**src/rtl/ex_muldiv_pkg.sv**
```systemverilog
`default_nettype none
// ============================================================================
// Module      : ex_muldiv_pkg
// Description : Shared constants, types and decode helpers for the RV32M
//               multiply/divide execute unit.
// Revision    : 1.0 - initial release
// ============================================================================
package ex_muldiv_pkg;

  // R-type opcode and the funct7 value that selects the M extension
  localparam logic [6:0] INST_TYPE_R_M = 7'b0110011;
  localparam logic [6:0] FUNC7_MEXT    = 7'b0000001;

  typedef logic [2:0] func3_t;

  localparam func3_t INST_MUL    = 3'b000;
  localparam func3_t INST_MULH   = 3'b001;
  localparam func3_t INST_MULHSU = 3'b010;
  localparam func3_t INST_MULHU  = 3'b011;
  localparam func3_t INST_DIV    = 3'b100;
  localparam func3_t INST_DIVU   = 3'b101;
  localparam func3_t INST_REM    = 3'b110;
  localparam func3_t INST_REMU   = 3'b111;

  typedef enum logic [1:0] {
    ST_IDLE = 2'd0,
    ST_CALC = 2'd1,
    ST_FIX  = 2'd2,
    ST_DONE = 2'd3
  } muldiv_state_e;

  // rs1 is interpreted as two's complement for these operations
  function automatic logic op1_signed(input func3_t f);
    return (f == INST_MUL) || (f == INST_MULH) || (f == INST_MULHSU) ||
           (f == INST_DIV) || (f == INST_REM);
  endfunction

  // rs2 is interpreted as two's complement for these operations
  function automatic logic op2_signed(input func3_t f);
    return (f == INST_MUL) || (f == INST_MULH) ||
           (f == INST_DIV) || (f == INST_REM);
  endfunction

endpackage
`default_nettype wire

```
**src/rtl/ex_muldiv_if.sv**
```systemverilog
`default_nettype none
// ============================================================================
// Module      : ex_muldiv_if
// Description : Request/response bundle between the EX stage and the
//               multiply/divide unit.
// Revision    : 1.0 - initial release
// ============================================================================
interface ex_muldiv_if
  import ex_muldiv_pkg::*;
#(
  parameter int XLEN = 32
);
  logic            start_in;
  func3_t          func3_in;
  logic [XLEN-1:0] op1_in;
  logic [XLEN-1:0] op2_in;
  logic [4:0]      rd_addr_in;
  logic            flush_in;
  logic [XLEN-1:0] result_out;
  logic [4:0]      rd_addr_out;
  logic            done_out;
  logic            busy_out;
  logic            stall_req_out;

  // Pipeline side: issues the operation and consumes the result
  modport master (
    output start_in, func3_in, op1_in, op2_in, rd_addr_in, flush_in,
    input  result_out, rd_addr_out, done_out, busy_out, stall_req_out
  );

  // Execute-unit side
  modport slave (
    input  start_in, func3_in, op1_in, op2_in, rd_addr_in, flush_in,
    output result_out, rd_addr_out, done_out, busy_out, stall_req_out
  );
endinterface
`default_nettype wire

```
**src/rtl/ex_muldiv_core.sv**
```systemverilog
`default_nettype none
// ============================================================================
// Module      : ex_muldiv_core
// Description : Iterative datapath: shift-add multiply into a 2*XLEN
//               accumulator or restoring shift-subtract divide, one bit per
//               step, plus the iteration counter.
// Revision    : 1.0 - initial release
// ============================================================================
module ex_muldiv_core #(
  parameter int XLEN = 32
) (
  input  wire logic            clk,
  input  wire logic            rst,
  input  wire logic            load_in,
  input  wire logic            step_in,
  input  wire logic            div_in,
  input  wire logic [XLEN-1:0] a_in,
  input  wire logic [XLEN-1:0] b_in,
  output logic                 last_out,
  output logic [XLEN-1:0]      hi_out,
  output logic [XLEN-1:0]      lo_out
);

  localparam int CW = $clog2(XLEN);

  // hi: product high half / partial remainder; lo: multiplier / quotient
  logic [XLEN-1:0] r_hi;
  logic [XLEN-1:0] r_lo;
  logic [XLEN-1:0] r_b;
  logic [CW-1:0]   r_count;
  logic            r_div;

  logic [XLEN:0]   w_sum;
  logic [XLEN:0]   w_shift;
  logic [XLEN-1:0] w_sub;
  logic            w_ge;

  // Multiply: add the multiplicand when the current multiplier bit is set
  assign w_sum   = {1'b0, r_hi} + (r_lo[0] ? {1'b0, r_b} : '0);
  // Divide: partial remainder shifted left with the next dividend bit;
  // it needs XLEN+1 bits before the trial subtraction
  assign w_shift = {r_hi, r_lo[XLEN-1]};
  assign w_ge    = (w_shift >= {1'b0, r_b});
  // A successful subtraction always leaves a value below the divisor
  assign w_sub   = XLEN'(w_shift - {1'b0, r_b});

  // Load operands, then advance one bit of multiply or divide per step
  always_ff @(posedge clk) begin
    if (rst) begin
      r_hi    <= '0;
      r_lo    <= '0;
      r_b     <= '0;
      r_count <= '0;
      r_div   <= 1'b0;
    end else if (load_in) begin
      r_hi    <= '0;
      r_lo    <= a_in;
      r_b     <= b_in;
      r_div   <= div_in;
      r_count <= CW'(XLEN - 1);
    end else if (step_in) begin
      if (r_div) begin
        r_hi <= w_ge ? w_sub : w_shift[XLEN-1:0];
        r_lo <= {r_lo[XLEN-2:0], w_ge};
      end else begin
        r_hi <= w_sum[XLEN:1];
        r_lo <= {w_sum[0], r_lo[XLEN-1:1]};
      end
      r_count <= r_count - CW'(1);
    end
  end

  assign last_out = (r_count == '0);
  assign hi_out   = r_hi;
  assign lo_out   = r_lo;

endmodule
`default_nettype wire

```
**src/rtl/ex_muldiv.sv**
```systemverilog
`default_nettype none
// ============================================================================
// Module      : ex_muldiv
// Description : RV32M execute unit. Sequences the iterative core, resolves
//               divide-by-zero / overflow / fast-multiply in one cycle, and
//               applies the sign fixup before the one-cycle done pulse.
// Revision    : 1.0 - initial release
// ============================================================================
module ex_muldiv
  import ex_muldiv_pkg::*;
#(
  parameter int XLEN     = 32,
  parameter int MUL_FAST = 0
) (
  input  wire logic   clk,
  input  wire logic   rst,
  ex_muldiv_if.slave  bus
);

  muldiv_state_e   r_state;
  muldiv_state_e   w_next;

  func3_t          r_func3;
  logic [4:0]      r_rd;
  logic            r_neg_q;
  logic            r_neg_r;
  logic [XLEN-1:0] r_result;
  logic [4:0]      r_rd_out;

  logic            w_accept;
  logic            w_s1;
  logic            w_s2;
  logic [XLEN-1:0] w_mag1;
  logic [XLEN-1:0] w_mag2;
  logic            w_is_div;
  logic            w_div_zero;
  logic            w_ovf;
  logic            w_fast;
  logic            w_special;
  logic [XLEN-1:0] w_special_val;
  logic [XLEN-1:0] w_fast_val;
  logic [XLEN-1:0] w_fix_val;

  logic            w_core_last;
  logic [XLEN-1:0] w_core_hi;
  logic [XLEN-1:0] w_core_lo;
  logic [2*XLEN-1:0] w_prod;
  logic [2*XLEN-1:0] w_prod_s;
  logic [XLEN-1:0] w_quot;
  logic [XLEN-1:0] w_rem;

  assign w_accept   = (r_state == ST_IDLE) && bus.start_in && !bus.flush_in;
  assign w_s1       = op1_signed(bus.func3_in) && bus.op1_in[XLEN-1];
  assign w_s2       = op2_signed(bus.func3_in) && bus.op2_in[XLEN-1];
  assign w_mag1     = w_s1 ? -bus.op1_in : bus.op1_in;
  assign w_mag2     = w_s2 ? -bus.op2_in : bus.op2_in;
  assign w_is_div   = bus.func3_in[2];
  assign w_div_zero = w_is_div && (bus.op2_in == '0);
  assign w_ovf      = ((bus.func3_in == INST_DIV) || (bus.func3_in == INST_REM)) &&
                      (bus.op1_in == {1'b1, {(XLEN-1){1'b0}}}) && (bus.op2_in == '1);
  assign w_fast     = (MUL_FAST != 0) && !w_is_div;
  assign w_special  = w_div_zero || w_ovf || w_fast;

  // Single-cycle product: both operands extended to 2*XLEN per signedness,
  // the truncated product is then exact for the full-width result
  if (MUL_FAST != 0) begin : g_fast_mul
    logic [2*XLEN-1:0] w_ext1;
    logic [2*XLEN-1:0] w_ext2;
    logic [2*XLEN-1:0] w_full;
    assign w_ext1     = {{XLEN{w_s1}}, bus.op1_in};
    assign w_ext2     = {{XLEN{w_s2}}, bus.op2_in};
    assign w_full     = w_ext1 * w_ext2;
    assign w_fast_val = (bus.func3_in == INST_MUL) ? w_full[XLEN-1:0]
                                                   : w_full[2*XLEN-1:XLEN];
  end else begin : g_iter_mul
    assign w_fast_val = '0;
  end

  // Result for operations that bypass the iterative datapath
  always_comb begin
    w_special_val = w_fast_val;
    if (w_div_zero) begin
      w_special_val = bus.func3_in[1] ? bus.op1_in : '1;
    end else if (w_ovf) begin
      w_special_val = bus.func3_in[1] ? '0 : bus.op1_in;
    end
  end

  ex_muldiv_core #(
    .XLEN (XLEN)
  ) u_core (
    .clk      (clk),
    .rst      (rst),
    .load_in  (w_accept && !w_special),
    .step_in  ((r_state == ST_CALC) && !bus.flush_in),
    .div_in   (w_is_div),
    .a_in     (w_mag1),
    .b_in     (w_mag2),
    .last_out (w_core_last),
    .hi_out   (w_core_hi),
    .lo_out   (w_core_lo)
  );

  assign w_prod   = {w_core_hi, w_core_lo};
  assign w_prod_s = r_neg_q ? -w_prod : w_prod;
  assign w_quot   = r_neg_q ? -w_core_lo : w_core_lo;
  assign w_rem    = r_neg_r ? -w_core_hi : w_core_hi;

  // Sign fixup and half/quotient/remainder selection at the end of iteration
  always_comb begin
    w_fix_val = w_rem;
    case (r_func3)
      INST_MUL:                          w_fix_val = w_prod_s[XLEN-1:0];
      INST_MULH, INST_MULHSU, INST_MULHU: w_fix_val = w_prod_s[2*XLEN-1:XLEN];
      INST_DIV, INST_DIVU:               w_fix_val = w_quot;
      default:                           w_fix_val = w_rem;
    endcase
  end

  // State register
  always_ff @(posedge clk) begin
    if (rst) begin
      r_state <= ST_IDLE;
    end else begin
      r_state <= w_next;
    end
  end

  // Next-state logic; flush aborts from any state
  always_comb begin
    w_next = r_state;
    if (bus.flush_in) begin
      w_next = ST_IDLE;
    end else begin
      case (r_state)
        ST_IDLE: if (bus.start_in) w_next = w_special ? ST_DONE : ST_CALC;
        ST_CALC: if (w_core_last)  w_next = ST_FIX;
        ST_FIX:                    w_next = ST_DONE;
        default:                   w_next = ST_IDLE;
      endcase
    end
  end

  // Capture operation context on accept and the result when it is known
  always_ff @(posedge clk) begin
    if (rst) begin
      r_func3  <= '0;
      r_rd     <= '0;
      r_neg_q  <= 1'b0;
      r_neg_r  <= 1'b0;
      r_result <= '0;
      r_rd_out <= '0;
    end else begin
      if (w_accept) begin
        r_func3 <= bus.func3_in;
        r_rd    <= bus.rd_addr_in;
        r_neg_q <= w_s1 ^ w_s2;
        r_neg_r <= w_s1;
        if (w_special) begin
          r_result <= w_special_val;
          r_rd_out <= bus.rd_addr_in;
        end
      end
      if ((r_state == ST_FIX) && !bus.flush_in) begin
        r_result <= w_fix_val;
        r_rd_out <= r_rd;
      end
    end
  end

  assign bus.result_out    = r_result;
  assign bus.rd_addr_out   = r_rd_out;
  assign bus.done_out      = (r_state == ST_DONE) && !bus.flush_in;
  assign bus.busy_out      = (r_state != ST_IDLE);
  assign bus.stall_req_out = (r_state == ST_CALC) || (r_state == ST_FIX) || w_accept;

endmodule
`default_nettype wire

```
**src/flat_wrapper.sv**
```systemverilog
// flat-port wrapper written by rule: the top's interface ports become plain ports
module ex_muldiv_flat import ex_muldiv_pkg::*;
#(
  parameter int XLEN     = 32,
  parameter int MUL_FAST = 0
)
  (clk, rst, bus_start_in, bus_func3_in, bus_op1_in, bus_op2_in, bus_rd_addr_in, bus_flush_in, bus_result_out, bus_rd_addr_out, bus_done_out, bus_busy_out, bus_stall_req_out);
  ex_muldiv_if #(.XLEN(XLEN)) bus_i ();
  input  wire logic clk;
  input  wire logic rst;
  input wire logic [$bits(bus_i.start_in)-1:0] bus_start_in;
  input wire logic [$bits(bus_i.func3_in)-1:0] bus_func3_in;
  input wire logic [$bits(bus_i.op1_in)-1:0] bus_op1_in;
  input wire logic [$bits(bus_i.op2_in)-1:0] bus_op2_in;
  input wire logic [$bits(bus_i.rd_addr_in)-1:0] bus_rd_addr_in;
  input wire logic [$bits(bus_i.flush_in)-1:0] bus_flush_in;
  output wire logic [$bits(bus_i.result_out)-1:0] bus_result_out;
  output wire logic [$bits(bus_i.rd_addr_out)-1:0] bus_rd_addr_out;
  output wire logic [$bits(bus_i.done_out)-1:0] bus_done_out;
  output wire logic [$bits(bus_i.busy_out)-1:0] bus_busy_out;
  output wire logic [$bits(bus_i.stall_req_out)-1:0] bus_stall_req_out;
  assign bus_i.start_in = bus_start_in;
  assign bus_i.func3_in = bus_func3_in;
  assign bus_i.op1_in = bus_op1_in;
  assign bus_i.op2_in = bus_op2_in;
  assign bus_i.rd_addr_in = bus_rd_addr_in;
  assign bus_i.flush_in = bus_flush_in;
  assign bus_result_out = bus_i.result_out;
  assign bus_rd_addr_out = bus_i.rd_addr_out;
  assign bus_done_out = bus_i.done_out;
  assign bus_busy_out = bus_i.busy_out;
  assign bus_stall_req_out = bus_i.stall_req_out;
  ex_muldiv #(.XLEN(XLEN), .MUL_FAST(MUL_FAST)) u_core (.clk(clk), .rst(rst), .bus(bus_i));
endmodule
```
**config.mk**
```make
export PLATFORM = sky130hd
export DESIGN_NAME = ex_muldiv_flat
export DESIGN_NICKNAME = d
export VERILOG_FILES = /design/src/rtl/ex_muldiv_pkg.sv /design/src/rtl/ex_muldiv_if.sv /design/src/rtl/ex_muldiv_core.sv /design/src/rtl/ex_muldiv.sv /design/src/flat_wrapper.sv
export SDC_FILE = /design/constraint.sdc
export NUM_CORES = 1
export LEC_CHECK = 0
export CORE_MARGIN = 5
export CORE_UTILIZATION = 42
export DETAILED_ROUTE_END_ITERATION = 6
export DONT_BUFFER_PORTS = 1
export PLACE_DENSITY_LB_ADDON = 0.3
export SLEW_MARGIN = 10
export SYNTH_ARGS = -nofsm -noshare
export SYNTH_HDL_FRONTEND = slang
export SYNTH_SLANG_ARGS = --single-unit
```
**constraint.sdc**
```tcl
create_clock -name clk -period 4.2 [get_ports clk]
set_input_delay 0.63 -clock clk [delete_from_list [all_inputs] [get_ports clk]]
set_output_delay 0.63 -clock clk [all_outputs]
set_load 0.01 [all_outputs]
```
==> flow_metrics.tcl <==
set metrics [dict create \
    design.die.area_sq_um 38930 \
    synth_commonest_cells "239 x nor2_1, 183 x nand2_1, 179 x a21oi_1" \
    synth.most_common_cell "nor2_1" \
    nets 2134 \
    cpPeakStageDelay_ns 0.56 \
    viasPerCell 6.330 \
    ys_seq_elements 151 \
    power_switching_uw 1639 \
    start_util_pct 42.56 \
    clock_latency_ns 0.44 \
    holdCritPathClass "in2reg" \
    worstPathCellList "clkinvlp_4, buf_12, nor2_1, ha_1, a2111oi_0, o21ai_0, a41o_1, a22o_1, a31oi_1, a211o_1, nor4_1, nor3_1, a21oi_1" \
    drive_above_1_share_pct 6.670 \
    ys_warn_count 0 \
    grt_pass1_wl_microns 83060 \
    crit_path_end_kind "flop" \
    synth.top_cell.area_share_pct 20.51 \
    power_density_nw_per_um2 295.2 \
    status "finished, final reports clean" \
    seq_area_sq_um 3028 \
    grt_start_max_net_pins 119 \
    port_buffers 0 \
    synth-edff-count 0 \
    dieWidth_microns 197.3 \
    finalWirelength_microns 54370 \
    synthToLayoutAreaGrowth_pct 7.191 \
    combPwrFrac_pct 29.5 \
    critical_path_arrival_ns 4.23 \
    critPathLaunchType "flop" \
    p_sw_share_pct 35.15 \
    max_freq_mhz 255.4 \
    synth_fp_nets 2212 \
    path_class "reg2reg" \
    path_clk_slew_ns 0.07 \
    grt_use_total_pct 26.55 \
    synth_cell_types 72 \
    hold_buffers 0 \
    tritoncts.num_buffers 17 \
    fin_skew_ns 0.01265 \
    netlist_instances 2059 \
    fin_util_pct 45.62 \
    gp_routability_congestion 0.9623 \
    cts_sinks 151 \
    ctsRootBufferMaster "clkbuf_16" \
    pwr-share-seq_pct 34.7 \
    htreeDepth 4 \
    ant_nets 0 \
    first_global_vias 14198 \
    p_leak_uw 0.005880 \
    relSlewSlack_pct 25.15 \
    synth-async-reset-ratio_pct 0 \
    antenna_found_initial 0 \
    clockPowerShare_pct 35.8 \
    placementRows 68 \
    io-pin-count 116 \
    drc 0 \
    synthTopCellsByArea "dfxtp_1 21%, ha_1 6.4%, nor2_1 6.1%" \
    hold_violations 0 \
    tritoncts "built" \
    cp_max_fo 15 \
    nFillCells 3507 \
    routedWlPerCell_microns 22.19 \
    fin_setup_tns_ns 0 \
    internal-power_uw 3024 \
    multi_input_area_sq_um 10790 \
    drt-initial-drc-count 1690 \
    vias 15508 \
    rsz0062_at_grt "no" \
    slew_viol_final 0 \
    worst_slew_pin_slew_ns 1.123 \
    synth_area_sq_um 14740 \
    period_share_pct 93.21 \
    max-vdd-ir-drop_uv 203.2 \
    synth_area_per_cell_sq_um 7.157 \
    synth-main-ff-cell "dfxtp_1" \
    core_area_sq_um 34630 \
    dp_hpwl_microns 40900 \
    period_minus_slack_ns 3.915 \
    drt-pass1-iter-count 6 \
    grt-ovfl-total 0 \
    die_h_microns 197.3 \
    cap_violations 0 \
    crit_path_top_delay_cell "dfxtp_1" \
    post-synth-top-area-cell "dfxtp_1" \
    worstPathRequired_ns 4.52 \
    clock_path_buffers 2 \
    ys_seq_area_share_pct 20.51 \
    setup_violations 0 \
]
## metrics by stage
| stage | instances | hold slack, ns | total power, uW | setup slack (ns) | instance area (sq um) |
|---|---|---|---|---|---|
| floorplan | 2059 | 0.4319 | 2628 | 0.6168 | 14740 |
| global placement | 2417 | 0.4375 | 2969 | 0.2856 | 15160 |
| detailed placement | 2417 | 0.4408 | 2982 | 0.1750 | 15160 |
| CTS | 2449 | 0.2471 | 4630 | 0.3024 | 15780 |
| global route | 2449 | 0.2334 | 4859 | 0.06814 | 15790 |
| finish | 2450 | 0.2487 | 4663 | 0.2852 | 15800 |
## final timing paths
| check | from | to | slack (ns) | cells past startpoint |
|---|---|---|---|---|
| setup / recovery | u_core.u_core.lo_out[0]$_SDFFE_PP0P_ | u_core.u_core.hi_out[31]$_SDFFE_PP0P_ | 0.29 | 13 |
| setup reg to reg | u_core.u_core.lo_out[0]$_SDFFE_PP0P_ | u_core.u_core.hi_out[31]$_SDFFE_PP0P_ | 0.29 | 13 |
| hold / removal | rst | u_core.u_core.r_count[4]$_SDFFE_PP0P_ | 0.25 | 1 |
| hold reg to reg | u_core.r_rd[3]$_SDFFE_PP0P_ | u_core.r_rd[3]$_SDFFE_PP0P_ | 0.46 | 2 |
## kinds of logic after synthesis
logic type / Yosys count / share of synthesized area (%)
compound gates: 692 / 30.37
simple gates: 687 / 21.83
buf+inv: 224 / 6.614
xor+xnor: 174 / 10.34
flops: 151 / 20.51
fa+ha+maj: 77 / 6.640
mux: 54 / 3.693
## metal layers
metal | GRT usage, % | vias to the layer above | routed length [microns] | part of all wire, %
li1 | - | 7383 | - | -
met3 | 5.014 | 90 | 4620 | 8.5
met4 | 6.959 | 0 | 1193 | 2.2
met2 | 41.26 | 669 | 24270 | 45
met5 | 0 | - | 0 | 0
met1 | 37.84 | 7366 | 24290 | 45
## area by class of cell
class                      count  area share (%)
multi-input combinational   1684           68.32
sequential                   151           19.17
tap                          455           3.604
timing repair buffer          65           3.485
clock buffer                  22           3.010
inverter                      62           1.497
clock inverter                10          0.9030
antenna                        1         0.01584
## power by group through the flow
| stage | sequential [uW] | combinational [uW] | clock (uW) |
|---|---|---|---|
| 6_report | 1620 | 1380 | 1670 |
| 4_1_cts | 1610 | 1340 | 1670 |
| 5_1_grt | 1630 | 1490 | 1740 |
| 3_3_place_gp | 1640 | 1330 | 0 |
| 3_5_place_dp | 1650 | 1340 | 0 |
| 2_1_floorplan | 1580 | 1050 | 0 |
## layout by cell type, fill, tap and decap left out, drive strengths merged, types with 37 or more instances in the layout
cell type and n:
nor2 240, nand2 183, a21oi 180, dfxtp 151, o21ai 148, a211oi 104
xnor2 93, xor2 81, ha 75, buf 65, inv 62, mux2i 51
nor3 48, nand3 39, a21o 37
## repair_timing
| action | CTS | global route |
|---|---|---|
| endpoints found under the hold margin | 0 | 0 |
| setup buffers | 0 | 0 |
| setup endpoints to repair | 0 | 2 |
| gates resized for setup | 0 | 3 |
## state kept, by name, indices dropped and copies added, names as in the netlist, 3 cells and up
name                    cells
u_core.u_core.hi_out       32
u_core.u_core.r_b          32
u_core.r_rd                 5
u_core.u_core.r_count       5
u_core.bus.result_out      32
u_core.bus.rd_addr_out      5
u_core.r_func3              3
u_core.u_core.lo_out       32
## critical path, delay by kind of cell, from the launching register on
kind	cells	cell delay, ns
compound gates	7	1.78
buf+inv	2	0.63
flops	1	0.56
simple gates	3	0.49
fa+ha+maj	1	0.32
No activity file was read; power rests on OpenSTA's default activity.
